[config.mk]
export PLATFORM = sky130hd
export DESIGN_NAME = axi_read_responder
export DESIGN_NICKNAME = d
export VERILOG_FILES = /design/src/rtl/axi_read_responder.sv
export SDC_FILE = /design/constraint.sdc
export NUM_CORES = 1
export LEC_CHECK = 0
export CAP_MARGIN = 40
export CELL_PAD_IN_SITES_DETAIL_PLACEMENT = 1
export CELL_PAD_IN_SITES_GLOBAL_PLACEMENT = 2
export CORE_MARGIN = 2
export CORE_UTILIZATION = 34
export CTS_CLUSTER_DIAMETER = 100
export DETAILED_ROUTE_END_ITERATION = 12
export GPL_TIMING_DRIVEN = 0
export PLACE_DENSITY_LB_ADDON = 0.1
export SLEW_MARGIN = 40
export SYNTH_ARGS = -nofsm -noshare
export SYNTH_HDL_FRONTEND = slang
export SYNTH_SLANG_ARGS = --single-unit
[constraint.sdc]
create_clock -name clk -period 11.11 [get_ports clk]
set_clock_uncertainty 0.2 [all_clocks]
set_input_delay 2.222 -clock clk [delete_from_list [all_inputs] [get_ports clk]]
set_output_delay 2.222 -clock clk [all_outputs]
set_load 0.005 [all_outputs]
[src/rtl/axi_read_responder.sv]
// AXI4 read subordinate: turns AR bursts into per-beat reads on a 1-cycle-latency
// native memory port and streams the results back on R through a 2-entry FIFO.
module axi_read_responder #(
  parameter int AXI_ADDR_W = 32,
  parameter int AXI_DATA_W = 32,
  parameter int AXI_ID_W   = 4,
  parameter int AXI_LEN_W  = 8
) (
  input  logic                  clk,
  input  logic                  rst_n,
  input  logic [AXI_ID_W-1:0]   s_axi_arid,
  input  logic [AXI_ADDR_W-1:0] s_axi_araddr,
  input  logic [AXI_LEN_W-1:0]  s_axi_arlen,
  input  logic [2:0]            s_axi_arsize,
  input  logic [1:0]            s_axi_arburst,
  input  logic                  s_axi_arvalid,
  output logic                  s_axi_arready,
  output logic [AXI_ID_W-1:0]   s_axi_rid,
  output logic [AXI_DATA_W-1:0] s_axi_rdata,
  output logic [1:0]            s_axi_rresp,
  output logic                  s_axi_rlast,
  output logic                  s_axi_rvalid,
  input  logic                  s_axi_rready,
  output logic                  mem_en_o,
  output logic [AXI_ADDR_W-1:0] mem_addr_o,
  input  logic [AXI_DATA_W-1:0] mem_rdata_i
);

  localparam int                    CNT_W     = AXI_LEN_W + 1;
  localparam logic [2:0]            MAX_SIZE  = 3'($clog2(AXI_DATA_W / 8));
  localparam logic [AXI_ADDR_W-1:0] PAGE_MASK = AXI_ADDR_W'(4095);

  typedef enum logic {IDLE, BURST} state_t;

  state_t                state_q, state_d;
  logic [AXI_ID_W-1:0]   id_q;
  logic [AXI_ADDR_W-1:0] addr_q;
  logic [AXI_LEN_W-1:0]  len_q;
  logic [2:0]            size_q;
  logic                  fixed_q;
  logic                  err_q;
  logic [CNT_W-1:0]      iss_cnt_q;
  logic [CNT_W-1:0]      ret_cnt_q;
  logic                  pend_q;
  logic [1:0]            count_q;
  logic                  wr_ptr_q, rd_ptr_q;
  logic [AXI_DATA_W-1:0] fifo_mem [2];

  logic                  ar_hs, pop, issue, last_beat, err_in;
  logic [2:0]            occ;
  logic [AXI_ADDR_W-1:0] size_bytes, inc_addr, next_addr;
  logic [AXI_DATA_W-1:0] push_data;

  assign ar_hs     = s_axi_arvalid & s_axi_arready;
  assign pop       = s_axi_rvalid & s_axi_rready;
  assign last_beat = (ret_cnt_q == {1'b0, len_q});
  assign err_in    = s_axi_arburst[1] | (s_axi_arsize > MAX_SIZE);

  // Occupancy credits the beat leaving this cycle so reads can stream back-to-back.
  assign occ   = 3'(count_q) + 3'(pend_q) - 3'(pop);
  assign issue = (state_q == BURST) && (iss_cnt_q <= {1'b0, len_q}) && (occ < 3'd2);

  assign size_bytes = AXI_ADDR_W'(1) << size_q;
  assign inc_addr   = (addr_q & ~(size_bytes - AXI_ADDR_W'(1))) + size_bytes;
  assign next_addr  = fixed_q ? addr_q : ((addr_q & ~PAGE_MASK) | (inc_addr & PAGE_MASK));
  assign push_data  = err_q ? '0 : mem_rdata_i;

  assign mem_en_o     = issue & ~err_q;
  assign mem_addr_o   = addr_q;
  assign s_axi_rvalid = (count_q != 2'd0);
  assign s_axi_rdata  = s_axi_rvalid ? fifo_mem[rd_ptr_q] : '0;
  assign s_axi_rresp  = (s_axi_rvalid && err_q) ? 2'b10 : 2'b00;
  assign s_axi_rlast  = s_axi_rvalid & last_beat;
  assign s_axi_rid    = id_q;

  always_comb begin
    state_d       = state_q;
    s_axi_arready = 1'b0;
    unique case (state_q)
      IDLE: begin
        s_axi_arready = 1'b1;
        if (s_axi_arvalid) state_d = BURST;
      end
      BURST: if (pop && last_beat) state_d = IDLE;
      default: state_d = IDLE;
    endcase
  end

  // NOTE: sequential state uses non-blocking assignments so every register samples pre-edge values.
  always_ff @(posedge clk or negedge rst_n) begin
    if (!rst_n) begin
      state_q   <= IDLE;
      id_q      <= '0;
      addr_q    <= '0;
      len_q     <= '0;
      size_q    <= '0;
      fixed_q   <= 1'b0;
      err_q     <= 1'b0;
      iss_cnt_q <= '0;
      ret_cnt_q <= '0;
      pend_q    <= 1'b0;
      count_q   <= '0;
      wr_ptr_q  <= 1'b0;
      rd_ptr_q  <= 1'b0;
    end else begin
      state_q <= state_d;
      pend_q  <= issue;
      if (ar_hs) begin
        id_q      <= s_axi_arid;
        addr_q    <= s_axi_araddr;
        len_q     <= s_axi_arlen;
        size_q    <= s_axi_arsize;
        fixed_q   <= (s_axi_arburst == 2'b00);
        err_q     <= err_in;
        iss_cnt_q <= '0;
        ret_cnt_q <= '0;
      end else begin
        if (issue) begin
          addr_q    <= next_addr;
          iss_cnt_q <= iss_cnt_q + CNT_W'(1);
        end
        if (pop) ret_cnt_q <= ret_cnt_q + CNT_W'(1);
      end
      if (pend_q) wr_ptr_q <= ~wr_ptr_q;
      if (pop)    rd_ptr_q <= ~rd_ptr_q;
      count_q <= count_q + 2'(pend_q) - 2'(pop);
    end
  end

  // NOTE: FIFO storage is deliberately not reset; rdata is gated by rvalid, so stale entries never leak out.
  always_ff @(posedge clk) begin
    if (pend_q) fifo_mem[wr_ptr_q] <= push_data;
  end

endmodule

; ---- Yosys cells after proc, flatten, opt, wreduce, memory -nomap -nowiden
; Memories as Yosys holds them, arrays and structs flattened.
; Cells that the tools add are included.
; Widths: inputs -> output; s select.
[totals]
register_bits = 73
latchBits = 0
mem_bits_rw = 64
mem_bits_ro = 0
inputBits = 85
elab_cells = 65
mem_count = 1
[classes]
add_sub_neg = 8
n_mul = 0
div_mod_pow = 0
n_lt_le_gt_ge = 3
n_eq_ne = 2
shift = 1
muxes = 16
bitwise = 12
reduce_logical = 9
[memory_table]
columns = memory, depth, width, read_ports, rd_clocked_by_memory_dff, wr, line_no
row1 = fifo_mem, 2, 32, 1, 0, 1, 47  ; logic [AXI_DATA_W-1:0] fifo_mem [2];
[op_table]
columns = cell, n
row1 = $mux 32, 5
row2 = $mux 9, 4
row3 = $or 32x12->32, 1
row4 = $add 9x1->9 const B, 2
row5 = $add 12x12->12, 1
row6 = $and 12x12->12, 1
row7 = $not 12->12, 1
row8 = $shl 1x3->12 const A, 1
row9 = $sub 12x1->12 const B, 1
row10 = $eq 9x8->1, 1
row11 = $le 9x8->1, 1
row12 = $reduce_bool 2->1, 3
row13 = $mux 1, 5
row14 = $and 1x1->1, 4
row15 = $logic_and 1x1->1, 4
row16 = $not 1->1, 4
row17 = $add 2x1->3, 1
row18 = $gt 3x2->1 const B, 1
row19 = $lt 3x2->1 const B, 1
row20 = $sub 3x1->3, 1
row21 = $add 2x1->2, 1
row22 = $logic_not 2->1, 1
row23 = $mux 2, 1
row24 = $ne 2x1->1 const B, 1
row25 = 4 further kinds, 4

; ---- Depth between registers and ports, before layout
; Gate-level depths: netlist of run 1.
[depth]
depth_word = 9
ltp_mapped = 17
depth_no_buf = 16

; ---- Worst setup path after synthesis of run 1
; OpenSTA, ideal clock, no wires.
[synth_timing]
kind = input port to output port
startpoint = input s_axi_rready
endpoint = output mem_en_o
arrival_time_ns = 4.485
setup_slack_ns = 4.203
stages = 11
n_path_buf = 0
cell_sequence = nand2_1 > inv_1 > ha_1 > inv_1 > ha_1 > inv_1 > fa_1 > inv_1 > or4_4 > a311o_4 > a21oi_1
[synth_between]
elab_chain_cells = 5
[synth_lines]
columns = item, line_no
row1 = "start, declared", 23  ; input logic s_axi_rready,
row2 = $and 1x1->1, 55  ; assign pop = s_axi_rvalid & s_axi_rready;
row3 = via pop, 49  ; logic ar_hs, pop, issue, last_beat, err_in;
row4 = $sub 3x1->3, 60  ; assign occ = 3'(count_q) + 3'(pend_q) - 3'(pop);
row5 = via occ[1], 50  ; logic [2:0] occ;
row6 = $lt 3x2->1, 61  ; assign issue = (state_q == BURST) && (iss_cnt_q <= {1'b0, len_q}) && (occ < 3'd2);
row7 = $logic_and 1x1->1, 61
row8 = $and 1x1->1, 68  ; assign mem_en_o = issue & ~err_q;
row9 = "end, declared", 24  ; output logic mem_en_o,
; The timed path passes the listed nets, and every way through them passes these cells.

; ---- Final worst setup path of run 1
; Same ends and word-level chain as after synthesis.

==> results.toml, run 1 <==
[routing]
first_iter_violations = 175
route.vias.total = 5477
drc = 0
drtPass1Iterations = 4
wire_per_inst_um = 17.9
ant_nets = 0
drt_wl_total_um = 19900
drt-vias-per-instance = 4.93

[hold_path]
hp-start = "mem_addr_o[23]"
hold_path.class = "reg2reg"

[setup_path]
cp.required_ns = 8.69
cp-startpoint = "s_axi_rready"
worstReg2RegStart = "count_q[1]"
crit_path_start_kind = "input pin"
critPathCaptureType = "output pin"
timing.rr.end = "mem_addr_o[9]"
rr_worst_depth = 16
cp-endpoint = "mem_en_o"
critPathMaxFanout = 5
r2r_slack_ns = 6.27
worstSetupPathType = "in2out"
arrival_ns = 5.86

[die]
die_area_mm2 = 0.0209
fp.dieW_um = 145
die_h_um = 145
core_area_mm2 = 0.0195
ios = 159
core.rowCount = 51
start_util_pct = 34.6

[placed_design]
port_buffers = 157
dp_hpwl_um = 14600
place_ws_ns = 2.86
place_congestion = 0.867
placed_cells = 1079

[logic_synthesis]
synth_cell_types = 59
syn_area_mm2 = 0.00673
syn_nets = 753
synthFlopType = "dfrtp_1"
avgSynthCellArea_um2 = 10.3
synth_cells = 653
synth_edf_count = 64
ys_ff_latch = 137
synth-seq-area-share_pct = 55.7
yosys_warnings = 0
ys_async_sr_fraction_pct = 53.3

[timing]
max_freq_mhz = 121
hold_viol = 0
min_period_over_period_pct = 74.6
worst_pin_slew_ns = 0.789
fin_tns_setup_ns = 0
setup_viol = 0
setup_ws_ns = 2.83
period_needed_ns = 8.28
max_slew_margin_pct = 47.4
rsz0062_at_grt = "no"
drv_slew = 0

[global_routing]
grt_pass1_vias = 5945
gr-total-overflow = 0
antenna_found_initial = 0
grt_pass1_wl_um = 31900
grt_start_max_net_pins = 39
grtUsageTotal_pct = 19.9

[clock_network]
cts_tree = "done"
cts_resized = 0
htreeDepth = 4
hold_buffers = 0
cts-root-buf = "clkbuf_16"
cts_setup_buffers = 0
clk_latency_ns = 0.42
clock_path_buffers = 2
clk_pin_slew_ns = 0.07
cts.sinks = 137
cts_buffers = 17

[finish]
area.growth.synth_to_final_pct = 39.3
antennaDiodeCount = 0
layout-drive-gt1-share_pct = 6.38
layout_common_cells = "clkdlybuf4s50_1, nand2_1, dfrtp_1"
fillers = 2146
fin_cells = 1111
multi_input_area_mm2 = 0.00276
final_net_count = 933
final_common_cell = "clkdlybuf4s50_1"
final-seq-area_mm2 = 0.00375

[pwr]
p_per_area_mw_per_mm2 = 290
vdd_drop_max_uv = 122
p_leak_nw = 3.87

[run_status]
status = "finished, final reports clean"

[run]
maxCapViolCount = 0
-- critical path, stage by stage --
cell and delay [ns]:
clkdlybuf4s50_1 0.48, nand2_1 0.17, inv_1 0.25, ha_1 0.28, inv_1 0.05, ha_1 0.14
inv_1 0.05, fa_1 0.47, inv_1 0.06, or4_4 0.56, o21bai_1 0.32, a21oi_1 0.22
clkdlybuf4s50_1 0.57
-- kinds of logic after synthesis --
logic type | share of synthesized area, %
buf+inv | 3.44
fa+ha+maj | 2.90
other cells | 0.0558
simple gates | 19.4
mux | 5.36
xor+xnor | 3.78
flops | 55.7
compound gates | 9.30
-- metrics by stage --
step                      instance area (um^2)  hold slack, ns  power, W  utilization (%)
after global routing                      9370           0.303   0.00293             48.2
final                                     9370           0.282   0.00272             48.2
after detailed placement                  8740           0.266   0.00214             44.9
after floorplan                           6730           0.255   0.00153                -
after global placement                    8630           0.258   0.00206             44.3
after CTS                                 9370           0.284   0.00276             48.2
-- final cells by class --
type	instances	area share (%)
multi-input cells	457	29.4
flip-flops and latches	137	40.0
clock inverters	15	2.19
well taps	265	3.54
clock buffers	17	4.54
inverters	21	0.841
repair buffers	161	17.9
plain buffers	38	1.63
-- cells in the mapped netlist, drive strengths merged (5+ instances only) --
| library cell | number | share of area [%] |
|---|---|---|
| ha | 14 | 2.6 |
| nand3 | 12 | 0.97 |
| buf | 9 | 0.65 |
| a21oi | 22 | 1.8 |
| dfrtp | 73 | 27 |
| clkbuf | 29 | 1.6 |
| xor2 | 17 | 2.2 |
| o21ai | 25 | 1.9 |
| inv | 21 | 1.2 |
| edfxtp | 64 | 29 |
| nor2 | 58 | 3.2 |
| o211ai | 6 | 0.67 |
| nand2 | 134 | 7.5 |
| mux2i | 36 | 5.4 |
| a31oi | 6 | 0.56 |
| nand4 | 12 | 1.1 |
| xnor2 | 12 | 1.6 |
| nor3 | 9 | 0.67 |
| nor2b | 34 | 3.2 |
| o31ai | 5 | 0.56 |
-- where the power goes --
group / switching, W / leakage, nW / internal (W)
combinational: 0.000674 / 2.05 / 0.000597
clock: 0.000255 / 0.305 / 0.000345
sequential: 0.000118 / 1.52 / 0.000729
total: 0.00105 / 3.87 / 0.00167
-- flip-flops by register name, summed over array words and instances, names as in the netlist --
register	count
state_q	1
size_q	3
err_q	1
iss_cnt_q	9
count_q	2
ret_cnt_q	9
pend_q	1
wr_ptr_q	1
mem_addr_o	32
s_axi_rid	4
fixed_q	1
rd_ptr_q	1
len_q	8
fifo_mem	64
-- per-layer routing --
layer | global-route usage, % | wire length (um) | vias up
li1 | - | - | 2622
met5 | 0 | 0 | -
met4 | 7.51 | 431 | 0
met2 | 32.1 | 9330 | 165
met3 | 5.92 | 1450 | 22
met1 | 25.4 | 8710 | 2668
-- how the worst min path moves through the flow --
stage	endpoint	slack (ns)	cells after the start
final	mem_addr_o[23]	0.28	2
after global routing	s_axi_rid[1]	0.30	2
after CTS	mem_addr_o[23]	0.28	2
after detailed placement	mem_addr_o[23]	0.27	2
after global placement	mem_addr_o[19]	0.26	2
after floorplan	wr_ptr_q	0.26	1
No activity file was read; power rests on OpenSTA's default activity.
==> run 2: changes to the inputs <==
--- a/config.mk
+++ b/config.mk
@@ -9,7 +9,7 @@
 export CELL_PAD_IN_SITES_DETAIL_PLACEMENT = 1
 export CELL_PAD_IN_SITES_GLOBAL_PLACEMENT = 2
 export CORE_MARGIN = 2
-export CORE_UTILIZATION = 34
+export CORE_UTILIZATION = 28
 export CTS_CLUSTER_DIAMETER = 100
 export DETAILED_ROUTE_END_ITERATION = 12
 export GPL_TIMING_DRIVEN = 0
==> constraint.sdc (replaced) <==
create_clock -name clk -period 7.1 [get_ports clk]
set_clock_uncertainty 0.2 [all_clocks]
set_input_delay 1.42 -clock clk [delete_from_list [all_inputs] [get_ports clk]]
set_output_delay 1.42 -clock clk [all_outputs]
set_load 0.005 [all_outputs]
==> run 2 against run 1 <==
  * Total power rose by 54%
  * Final cell count rose by 4.9%
  * Sequential share of layout area barely moved
  * Sequential power rose by 56%
  * First-iteration DRC count rose by 29%
  * Die area rose by 21%
  * Non-clock buffer count did not move
  * Clock power rose by 51%
  * Combinational power rose by 54%
  * Register-to-register slack got worse by 4.0 ns
  * Largest power group unchanged
==> results.toml, run 2 (synthesized netlist as in run 1, its figures left out) <==
[run_status]
status = "finished, final reports clean"

[run]
maxCapViolCount = 0

[hold_path]
hold-path-cell-count = 2
hold_path.class = "reg2reg"

[global_routing]
grt-busiest-layer = "met2"
grt_pass1_vias = 5988
grtUsageMet2_pct = 27.2
grt_pass1_wl_um = 32900
grt.met1_usage_pct = 20.6
met3_usage_pct = 5.13
gr-total-overflow = 0
grt_start_max_net_pins = 40
antenna_found_initial = 0
grtUsageTotal_pct = 16.3

[finish]
final_common_cell = "clkdlybuf4s50_1"
final_util_pct = 39.8
layout-drive-gt1-share_pct = 6.50
area.growth.synth_to_final_pct = 39.4
final_net_count = 933
largest_register = "fifo_mem"
largest_reg_flops = 64
layout_common_cells = "clkdlybuf4s50_1, nand2_1, dfrtp_1"
postLayoutCellArea_mm2 = 0.00937
antennaDiodeCount = 0

[timing]
hold_viol = 0
drv_slew = 0
period_needed_ns = 6.60
rsz0062_at_grt = "no"
fin_hold_ws_ns = 0.278
worst_pin_slew_ns = 0.768
max_freq_mhz = 151
setup_viol = 0
fin_tns_setup_ns = 0
min_period_over_period_pct = 93.0
max_slew_margin_pct = 48.8

[setup_path]
crit_path_cell_trace = "clkdlybuf4s50_1, nand2_1, inv_1, ha_1, inv_1, ha_1, inv_1, fa_1, inv_1, or4_4, o21bai_1, a21oi_1, clkdlybuf4s50_1"
critPathCaptureType = "output pin"
worst-path-stages = 13
rr_worst_depth = 16
critPathTopFamily = "buffers and inverters"
arrival_ns = 4.98
critPathMaxFanout = 5
worstSetupPathType = "in2out"
crit_path_start_kind = "input pin"
cp.required_ns = 5.48
cp_num_buf_inv = 6
crit_slowest_cell = "clkdlybuf4s50_1"
critPathMaxStageDelay_ns = 0.57
cpMostUsedCell = "inv_1"

[routing]
ant_nets = 0
drt-vias-per-instance = 4.62
route.vias.total = 5377
drc = 0
drt_wl_total_um = 20100
first_iter_violations = 225
drtPass1Iterations = 4
wire_per_inst_um = 17.2

[die]
core.rowCount = 56
die_area_mm2 = 0.0253
fp.dieW_um = 159
ios = 159
core_area_mm2 = 0.0235
die_h_um = 159
start_util_pct = 28.6

[pwr]
p_leak_nw = 3.85
report.power.total_w = 0.00419
vdd_drop_max_uv = 159
p_per_area_mw_per_mm2 = 447

[clock_network]
cts_buffers = 17
clock_path_buffers = 2
cts_tree = "done"
hold_buffers = 0
cts.sinks = 137
clk_latency_ns = 0.42
cts-root-buf = "clkbuf_16"
htreeDepth = 4
clk_pin_slew_ns = 0.07
cts_setup_buffers = 0
cts_resized = 0

[placed_design]
place_congestion = 0.797
placed_area_mm2 = 0.00877
port_buffers = 157
dp_hpwl_um = 14900
run 2: changes by cell type in the layout (fill, tap and decap cells not counted), sizes merged:
cell      change
bufinv        -1
clkinv        -1
clkinvlp      +1
inv           +1
run 2: layout make-up:
| type | instances | area, um^2 |
|---|---|---|
| fill | 2670 | 14200 |
| multi-input combinational | 457 | 2760 |
| inverter | 21 | 78.8 |
| clock buffer | 17 | 425 |
| buffer | 38 | 154 |
| clock inverter | 15 | 175 |
| timing repair buffer | 161 | 1640 |
| tap | 319 | 399 |
| sequential | 137 | 3750 |
run 2: layer usage:
layer,vias to the layer above,wire length [um]
met5,-,0
met2,146,9370
met1,2599,9020
met3,17,1430
li1,2615,-
met4,0,245
run 2: worst register-to-register path, delay by kind of cell (launching register included):
kind	cells	cell delay, ns
compound gates	4	1.22
xor+xnor	1	0.16
fa+ha+maj	3	0.92
buf+inv	5	0.48
flops	1	0.43
simple gates	3	1.32
run 2: final timing paths:
path | start | endpoint | slack [ns]
setup / recovery | s_axi_rready | mem_en_o | 0.50
setup reg to reg | count_q[1] | mem_addr_o[9] | 2.24
hold / removal | mem_addr_o[14] | mem_addr_o[14] | 0.28
hold reg to reg | mem_addr_o[14] | mem_addr_o[14] | 0.28
max in group asynchronous | rst_n | fixed_q | 5.47
min in group asynchronous | rst_n | mem_addr_o[29] | 0.68
run 2: stage by stage:
| step | setup slack, ns | std cells |
|---|---|---|
| 3_3_place_gp | 0.512 | 1129 |
| 2_1_floorplan | 1.80 | 653 |
| 5_1_grt | 0.282 | 1165 |
| 6_report | 0.497 | 1165 |
| 3_5_place_dp | 0.479 | 1133 |
| 4_1_cts | 0.458 | 1165 |
run 2: where the power goes:
part	internal [W]	switching, W	leakage (nW)
Sequential	0.00114	0.000184	1.52
Clock	0.000504	0.000401	0.289
Combinational	0.000918	0.00104	2.04
